==> src/rtl/bin_serializer.sv <==
`default_nettype none
// ============================================================================
// Module   : bin_serializer
// Purpose  : Buffers packed bin strings from the binarizers and emits them to
//            the CABAC engine one bin per cycle over a valid/ready handshake.
// Revision : 1.0 - initial release
// ============================================================================
module bin_serializer #(
   parameter int MAX_BIN = 4,
   parameter int LEN_W   = 3,
   parameter int CTX_W   = 8,
   parameter int DEPTH   = 2
) (
   input  logic               clk,
   input  logic               rst,
   input  logic               in_valid,
   output logic               in_ready,
   input  logic [MAX_BIN-1:0] in_bin_string,
   input  logic [LEN_W-1:0]   in_bin_length,
   input  logic [MAX_BIN-1:0] in_bypass_mask,
   input  logic [CTX_W-1:0]   in_ctx_base,
   output logic               out_valid,
   input  logic               out_ready,
   output logic               out_bin,
   output logic               out_bypass,
   output logic [CTX_W-1:0]   out_ctx_idx,
   output logic               out_first,
   output logic               out_last,
   output logic               busy,
   output logic               overflow,
   output logic               len_err
);

   localparam int PTR_W = (DEPTH > 1) ? $clog2(DEPTH) : 1;
   localparam int CNT_W = PTR_W + 1;
   localparam logic [CNT_W-1:0] c_depth   = CNT_W'(DEPTH);
   localparam logic [LEN_W-1:0] c_max_len = LEN_W'(MAX_BIN);

   typedef enum logic [0:0] {
      ST_IDLE = 1'b0,
      ST_SEND = 1'b1
   } state_t;

   state_t              state_q, state_d;
   logic [LEN_W-1:0]    idx_q, idx_d;
   logic [PTR_W-1:0]    wr_ptr_q, wr_ptr_d;
   logic [PTR_W-1:0]    rd_ptr_q, rd_ptr_d;
   logic [CNT_W-1:0]    count_q, count_d;
   logic                overflow_q, overflow_d;
   logic                len_err_q, len_err_d;

   logic [MAX_BIN-1:0]  str_q  [DEPTH];
   logic [MAX_BIN-1:0]  str_d  [DEPTH];
   logic [LEN_W-1:0]    len_q  [DEPTH];
   logic [LEN_W-1:0]    len_d  [DEPTH];
   logic [MAX_BIN-1:0]  mask_q [DEPTH];
   logic [MAX_BIN-1:0]  mask_d [DEPTH];
   logic [CTX_W-1:0]    ctx_q  [DEPTH];
   logic [CTX_W-1:0]    ctx_d  [DEPTH];

   logic                w_push;
   logic                w_pop;
   logic [PTR_W-1:0]    w_nxt_ptr;
   logic [MAX_BIN-1:0]  w_head_str;
   logic [LEN_W-1:0]    w_head_len;
   logic [MAX_BIN-1:0]  w_head_mask;
   logic [CTX_W-1:0]    w_head_ctx;
   logic [LEN_W-1:0]    w_next_len;
   logic [LEN_W-1:0]    w_bit_idx;
   logic [MAX_BIN-1:0]  w_str_sh;
   logic [MAX_BIN-1:0]  w_mask_sh;
   logic                w_is_last;

   // Head entry stays in the FIFO while its bins are sent; it is popped on the
   // final handshake, so the output fields are read straight from storage.
   always_comb begin
      w_head_str  = str_q[rd_ptr_q];
      w_head_len  = len_q[rd_ptr_q];
      w_head_mask = mask_q[rd_ptr_q];
      w_head_ctx  = ctx_q[rd_ptr_q];
      w_nxt_ptr   = rd_ptr_q + PTR_W'(1);
      w_next_len  = len_q[w_nxt_ptr];
      w_bit_idx   = w_head_len - LEN_W'(1) - idx_q;
      w_str_sh    = w_head_str >> w_bit_idx;
      w_mask_sh   = w_head_mask >> idx_q;
      w_is_last   = (idx_q == (w_head_len - LEN_W'(1)));

      in_ready    = (count_q < c_depth);
      out_valid   = (state_q == ST_SEND);
      out_bin     = out_valid & w_str_sh[0];
      out_bypass  = out_valid & w_mask_sh[0];
      out_ctx_idx = out_valid ? (w_head_ctx + CTX_W'(idx_q)) : '0;
      out_first   = out_valid && (idx_q == '0);
      out_last    = out_valid && w_is_last;
      busy        = (count_q != '0) || out_valid;
      overflow    = overflow_q;
      len_err     = len_err_q;
   end

   always_comb begin
      state_d = state_q;
      idx_d   = idx_q;
      w_pop   = 1'b0;
      case (state_q)
         ST_IDLE: begin
            if (count_q != '0) begin
               if (w_head_len == '0) begin
                  w_pop = 1'b1;
               end else begin
                  state_d = ST_SEND;
                  idx_d   = '0;
               end
            end
         end
         ST_SEND: begin
            if (out_ready) begin
               if (w_is_last) begin
                  w_pop = 1'b1;
                  idx_d = '0;
                  // Chain straight into an already-buffered string to avoid a bubble.
                  if ((count_q > CNT_W'(1)) && (w_next_len != '0)) begin
                     state_d = ST_SEND;
                  end else begin
                     state_d = ST_IDLE;
                  end
               end else begin
                  idx_d = idx_q + LEN_W'(1);
               end
            end
         end
         default: begin
            state_d = ST_IDLE;
            idx_d   = '0;
         end
      endcase
   end

   always_comb begin
      w_push     = in_valid && in_ready;
      str_d      = str_q;
      len_d      = len_q;
      mask_d     = mask_q;
      ctx_d      = ctx_q;
      wr_ptr_d   = wr_ptr_q;
      rd_ptr_d   = rd_ptr_q;
      count_d    = count_q;
      overflow_d = overflow_q | (in_valid & ~in_ready);
      len_err_d  = len_err_q | (w_push & (in_bin_length > c_max_len));

      if (w_push) begin
         str_d[wr_ptr_q]  = in_bin_string;
         len_d[wr_ptr_q]  = (in_bin_length > c_max_len) ? c_max_len : in_bin_length;
         mask_d[wr_ptr_q] = in_bypass_mask;
         ctx_d[wr_ptr_q]  = in_ctx_base;
         wr_ptr_d         = wr_ptr_q + PTR_W'(1);
      end
      if (w_pop) begin
         rd_ptr_d = w_nxt_ptr;
      end
      case ({w_push, w_pop})
         2'b10:   count_d = count_q + CNT_W'(1);
         2'b01:   count_d = count_q - CNT_W'(1);
         default: count_d = count_q;
      endcase
   end

   always_ff @(posedge clk) begin
      if (rst) begin
         state_q    <= ST_IDLE;
         idx_q      <= '0;
         wr_ptr_q   <= '0;
         rd_ptr_q   <= '0;
         count_q    <= '0;
         overflow_q <= 1'b0;
         len_err_q  <= 1'b0;
         for (int i = 0; i < DEPTH; i++) begin
            str_q[i]  <= '0;
            len_q[i]  <= '0;
            mask_q[i] <= '0;
            ctx_q[i]  <= '0;
         end
      end else begin
         state_q    <= state_d;
         idx_q      <= idx_d;
         wr_ptr_q   <= wr_ptr_d;
         rd_ptr_q   <= rd_ptr_d;
         count_q    <= count_d;
         overflow_q <= overflow_d;
         len_err_q  <= len_err_d;
         str_q      <= str_d;
         len_q      <= len_d;
         mask_q     <= mask_d;
         ctx_q      <= ctx_d;
      end
   end

endmodule
`default_nettype wire

==> config.mk <==
export PLATFORM = sky130hd
export DESIGN_NAME = bin_serializer
export DESIGN_NICKNAME = d
export VERILOG_FILES = /design/src/rtl/bin_serializer.sv
export SDC_FILE = /design/constraint.sdc
export NUM_CORES = 1
export LEC_CHECK = 0
export BUFFER_PORTS_ARGS = -buffer_cell sky130_fd_sc_hd__buf_2
export CAP_MARGIN = 0
export CORE_MARGIN = 10
export CORE_UTILIZATION = 55
export DETAILED_ROUTE_END_ITERATION = 8
export PLACE_DENSITY = 0.78
export SYNTH_ARGS = -nofsm -noshare
export SYNTH_HDL_FRONTEND = slang
export SYNTH_SLANG_ARGS = --single-unit
==> constraint.sdc <==
create_clock -name clk -period 5.1 [get_ports clk]
set_clock_uncertainty 0.05 [all_clocks]
set_input_delay 0.51 -clock clk [delete_from_list [all_inputs] [get_ports clk]]
set_output_delay 0.51 -clock clk [all_outputs]
set_load 0.1 [all_outputs]
Yosys cells after proc, flatten, opt, wreduce, memory -nomap -nowiden --
Cells that the tools add are included.
Operators by class: $add $sub $neg 8, order comparisons 7, equal/unequal tests 6, shift-type cells 2, mux-type cells 44, bitwise operators 11, reductions and logical operators 12
Operators with widths (count):
- two-way mux 8 bit | 5
- two-way mux 3 bit | 12
- two-way mux 4 bit | 7
- bitwise mux 16 bit | 1
- bitwise mux 8 bit | 2
- two-way mux 1 bit | 9
- adder 8 x 3 -> 8 bit | 1
- demux 8 bit (select 1 bit) | 1
- right shift 4 x 3 -> 1 bit | 2
- bitwise mux 6 bit | 1
- greater-or-equal comparator 2 bit, second input constant | 3
- zero test 3 bit | 2
- != test 2 bit, second input constant | 3
- NOT 1 -> 2 bit | 3
- case mux 3 bit (2 select lines) | 1
- logical AND 1 bit | 5
- bitwise AND 1 bit | 4
- demux 4 bit (select 1 bit) | 1
- case mux 1 bit (2 select lines) | 2
- case mux 2 bit (2 select lines) | 1
- nonzero test 2 bit | 2
- adder 3 x 1 -> 3 bit, second input constant | 1
- demux 3 bit (select 1 bit) | 1
- == test 3 bit | 1
- other kinds (16) | 19
Word-level totals: register bits after elaboration 48, output and inout bits 17

Longest topological paths before layout --
depth after elaboration 11, mapped depth 10, mapped depth without buffers 9

Worst setup path after synthesis --
Ideal clock, no wire load.
path kind register -> output, start reg state_q (netlist: out_valid), end out out_bypass, data arrival time 3.684 ns, required time 4.540 ns, setup slack 0.856 ns, stages on the path, launching flop included 4, path buffers 2, cell sequence dfxtp_1 > clkbuf_1 > clkbuf_1 > nor3b_1
Between the ends: word-level cells in the longest chain between the ends 1
Ends and longest elaborated chain:
- start, declared | line 44 | state_t state_q, state_d;
- start signal, assigned | line 183 | state_q <= state_d;
- bitwise AND 1 bit | line 91 | out_bypass = out_valid & w_mask_sh[0];
- end, declared | line 25 | output logic out_bypass,
No other way between the ends.

Final worst setup path --
start reg rd_ptr_q, end out out_ctx_idx[6]
Between the ends: word-level cells in the longest chain between the ends 6
Ends and longest elaborated chain:
- start, declared | line 47 | logic [PTR_W-1:0] rd_ptr_q, rd_ptr_d;
- start signal, assigned | line 186 | rd_ptr_q <= rd_ptr_d;
- NOT 1 -> 2 bit (not written as such) | line 80 | w_head_ctx = ctx_q[rd_ptr_q];
- two-way mux 8 bit (not written as such) (3 in series) | line 80
- adder 8 x 3 -> 8 bit | line 92 | out_ctx_idx = out_valid ? (w_head_ctx + CTX_W'(idx_q)) : '0;
- two-way mux 8 bit | line 92
- end, declared | line 26 | output logic [CTX_W-1:0] out_ctx_idx,
No other way between the ends. The select of a mux whose other input is x is not followed.

==> results.cfg <==
[clocking]
cts.htree.levels = 2
root_buffer = clkbuf_8
clockBufferDepth = 2
hold_buffers = 0
cts_tree = built
post_cts_resized = 0
clkTransAtPathRegs_ns = 0.09
postCtsSetupBuffers = 0
cts_sinks = 48
insertion_delay_ns = 0.30
numCtsBuffers = 5

[final_layout]
area_growth_pct = 12.1
final_cell_area_sq_um = 2740
drive_above_1_share_pct = 17.3
nNetsFinal = 366
diodes = 0

[global_route]
grt_pass1_wl_microns = 9230
grt_max_degree = 49
antenna_found_initial = 0
grt_pass1_vias = 2040
grtUsageTotal_pct = 14.6
globalRoute.totalOverflow = 0

[worst_setup_path]
rr_startpoint = rd_ptr_q$_SDFFE_PP0P_
startpoint_type = flip-flop
reg2reg_to = count_q[0]$_SDFFE_PP0P_
path_buf_inv = 2
crit_cells = 9
crit_path_end_kind = output port
reg2reg_depth = 8
cp_slowest_stage_delay_ns = 0.50
worstPathCellList = buf_4, mux2_2, ha_1, fa_1, a21oi_1, a21oi_1, xnor2_1, and2_1, buf_2
crit_path_top_delay_cell = dfxtp_1
arrival_ns = 3.11
path_max_fanout = 16
path_common_cell = a21oi_1
reg2reg_slack_ns = 2.65
cp_top_family = buffers and inverters
crit_type = reg -> out
cp.required_ns = 4.54

[power]
p_per_area_nw_per_um2 = 403
ir_worst_vdd_v = 0.000220
p_leak_nw = 1.15

[sta]
tightestPinTransition_ns = 0.850
fin_crit_ns = 3.67
hold_viol_final = 0
setup_viol = 0
fin_crit_sh_pct = 71.9
fmax_mhz = 273
finalMaxSlewViolations = 0
slew_headroom_pct = 43.3
rsz0062_at_grt = false
totalNegativeSetupSlack_ns = 0

[die]
die_y_microns = 86.7
io_pins = 40
die_x_microns = 86.7
die_area_sq_um = 7510
start_util_pct = 56.5
core_region_area_sq_um = 4320
rows = 24

[placement]
place_area_sq_um = 2640
gp_congestion = 0.838
io_buffer_count = 39
hpwl_microns = 4040

[yosys]
avgSynthCellArea_sq_um = 8.23
ys_ff_latch = 48
async_flop_share_pct = 0
synth_flop_cell = dfxtp_1
ys_seq_area_share_pct = 39.3
synth_warnings = 0
synth_edf_count = 0
yosysUniqueCellTypes = 40
synth_area_sq_um = 2440
syn-num-nets = 334
synthCells = 297

[min_path]
hp-class = reg -> reg
whs_endpoint = mask_q[6]$_SDFFE_PP0P_
hp-start = mask_q[6]$_SDFFE_PP0P_
min_path_cells = 2

[detailed_routing]
remaining_drc_errors = 0
vias = 2093
wl_per_cell_microns = 14.2
routed_wirelength_microns = 5400
drt-initial-drc-count = 174
viasPerCell = 5.49
detail-route-antenna-nets = 0
drt_pass1_iterations = 6

[run_status]
status = finished, final reports clean

[run]
drv_cap = 0
## through the flow
stage / cells / total power, mW / worst slack, ns / hold slack, ns / util [%]
4_1_cts: 381 / 1.12 / 1.44 / 0.404 / 63.3
3_3_place_gp: 374 / 0.868 / 1.87 / 0.390 / 61.1
2_1_floorplan: 297 / 0.804 / 0.856 / 0.383 / -
3_5_place_dp: 374 / 0.877 / 1.77 / 0.399 / 61.1
6_report: 381 / 1.10 / 1.43 / 0.407 / 63.3
5_1_grt: 381 / 1.17 / 1.32 / 0.415 / 63.3
## final cells by class
type	count	area, sq um
inverter	7	26.3
tap	52	65.1
clock buffer	7	96.3
multi-input combinational	227	1390
fill	405	1590
timing repair buffer	40	203
sequential	48	961
## worst reg2reg max path, cell delays in order, from the launching register on
cell	delay (ns)
dfxtp_1	0.50
mux2i_1	0.31
ha_1	0.19
ha_1	0.23
xor2_1	0.30
a41o_1	0.27
ha_1	0.27
xor2_1	0.16
nor2_1	0.05
## logic make-up after synthesis
kind of cell / synth area share, %
xor gates and xnor gates: 2.87
buffers and inverters: 3.89
DFF: 39.3
and+or+nand+nor: 24.3
adders and majority gates: 7.78
muxes: 9.22
AOI/OAI and AO/OA: 12.6
## flip-flops by register name (all words and copies together), names as in the netlist
name / flops
ctx_q: 16
mask_q: 8
str_q: 8
len_q: 6
idx_q: 3
count_q: 2
len_err: 1
out_valid: 1
overflow: 1
rd_ptr_q: 1
wr_ptr_q: 1
## how the worst max path moves through the flow
stage,start,to,slack (ns)
3_3_place_gp,rd_ptr_q$_SDFFE_PP0P_,out_ctx_idx[6],1.87
3_5_place_dp,rd_ptr_q$_SDFFE_PP0P_,out_ctx_idx[6],1.77
5_1_grt,rd_ptr_q$_SDFFE_PP0P_,out_ctx_idx[6],1.32
2_1_floorplan,out_valid$_SDFF_PP0_,out_bypass,0.86
4_1_cts,rd_ptr_q$_SDFFE_PP0P_,out_ctx_idx[6],1.44
6_report,rd_ptr_q$_SDFFE_PP0P_,out_ctx_idx[6],1.43
## layout by cell type (no fill, tap or decap), drive strengths merged
cell	instances
nor2	13
nand3	3
nor4	1
nand2b	2
xnor2	3
nor2b	4
o21ai	3
fa	2
and2	8
inv	7
o21a	1
xor2	5
nand4	1
mux2i	9
mux2	4
dfxtp	48
and3b	2
nand4b	1
nand3b	2
o21bai	1
ha	12
buf	40
nor3	2
and3	3
a211oi	1
nand2	83
or4	1
nor4b	1
mux4	4
a21oi	47
a22oi	1
clkbuf	7
nor3b	2
a41o	1
or3	1
a31oi	3
## synthesized netlist by cell type (3+ instances only)
master	count	area share (%)
a21oi_1	47	9.6
a31oi_1	3	0.77
and2_1	8	2.0
and3_1	3	0.77
buf_2	4	0.82
clkbuf_1	9	1.4
dfxtp_1	48	39
ha_1	12	6.1
inv_1	7	1.1
mux2_2	4	1.8
mux2i_1	9	3.7
mux4_2	4	3.7
nand2_1	83	13
nand3_1	3	0.61
nor2_1	12	1.8
nor2b_1	3	0.77
o21ai_0	3	0.61
xnor2_1	3	1.1
xor2_1	5	1.8
## power by group
part	leakage [nW]	internal, mW	switching [mW]
clock	0.0503	0.121	0.117
combinational	0.713	0.130	0.279
sequential	0.391	0.417	0.0403
total	1.15	0.668	0.436
## per-layer routing
layer	wire (microns)	vias up	global-route usage, %
met5	0	-	0
met4	65	0	5.45
met3	331	7	3.66
met2	2610	61	23.9
met1	2390	961	18.1
li1	-	1064	-
No activity file was read; power rests on OpenSTA's default activity.
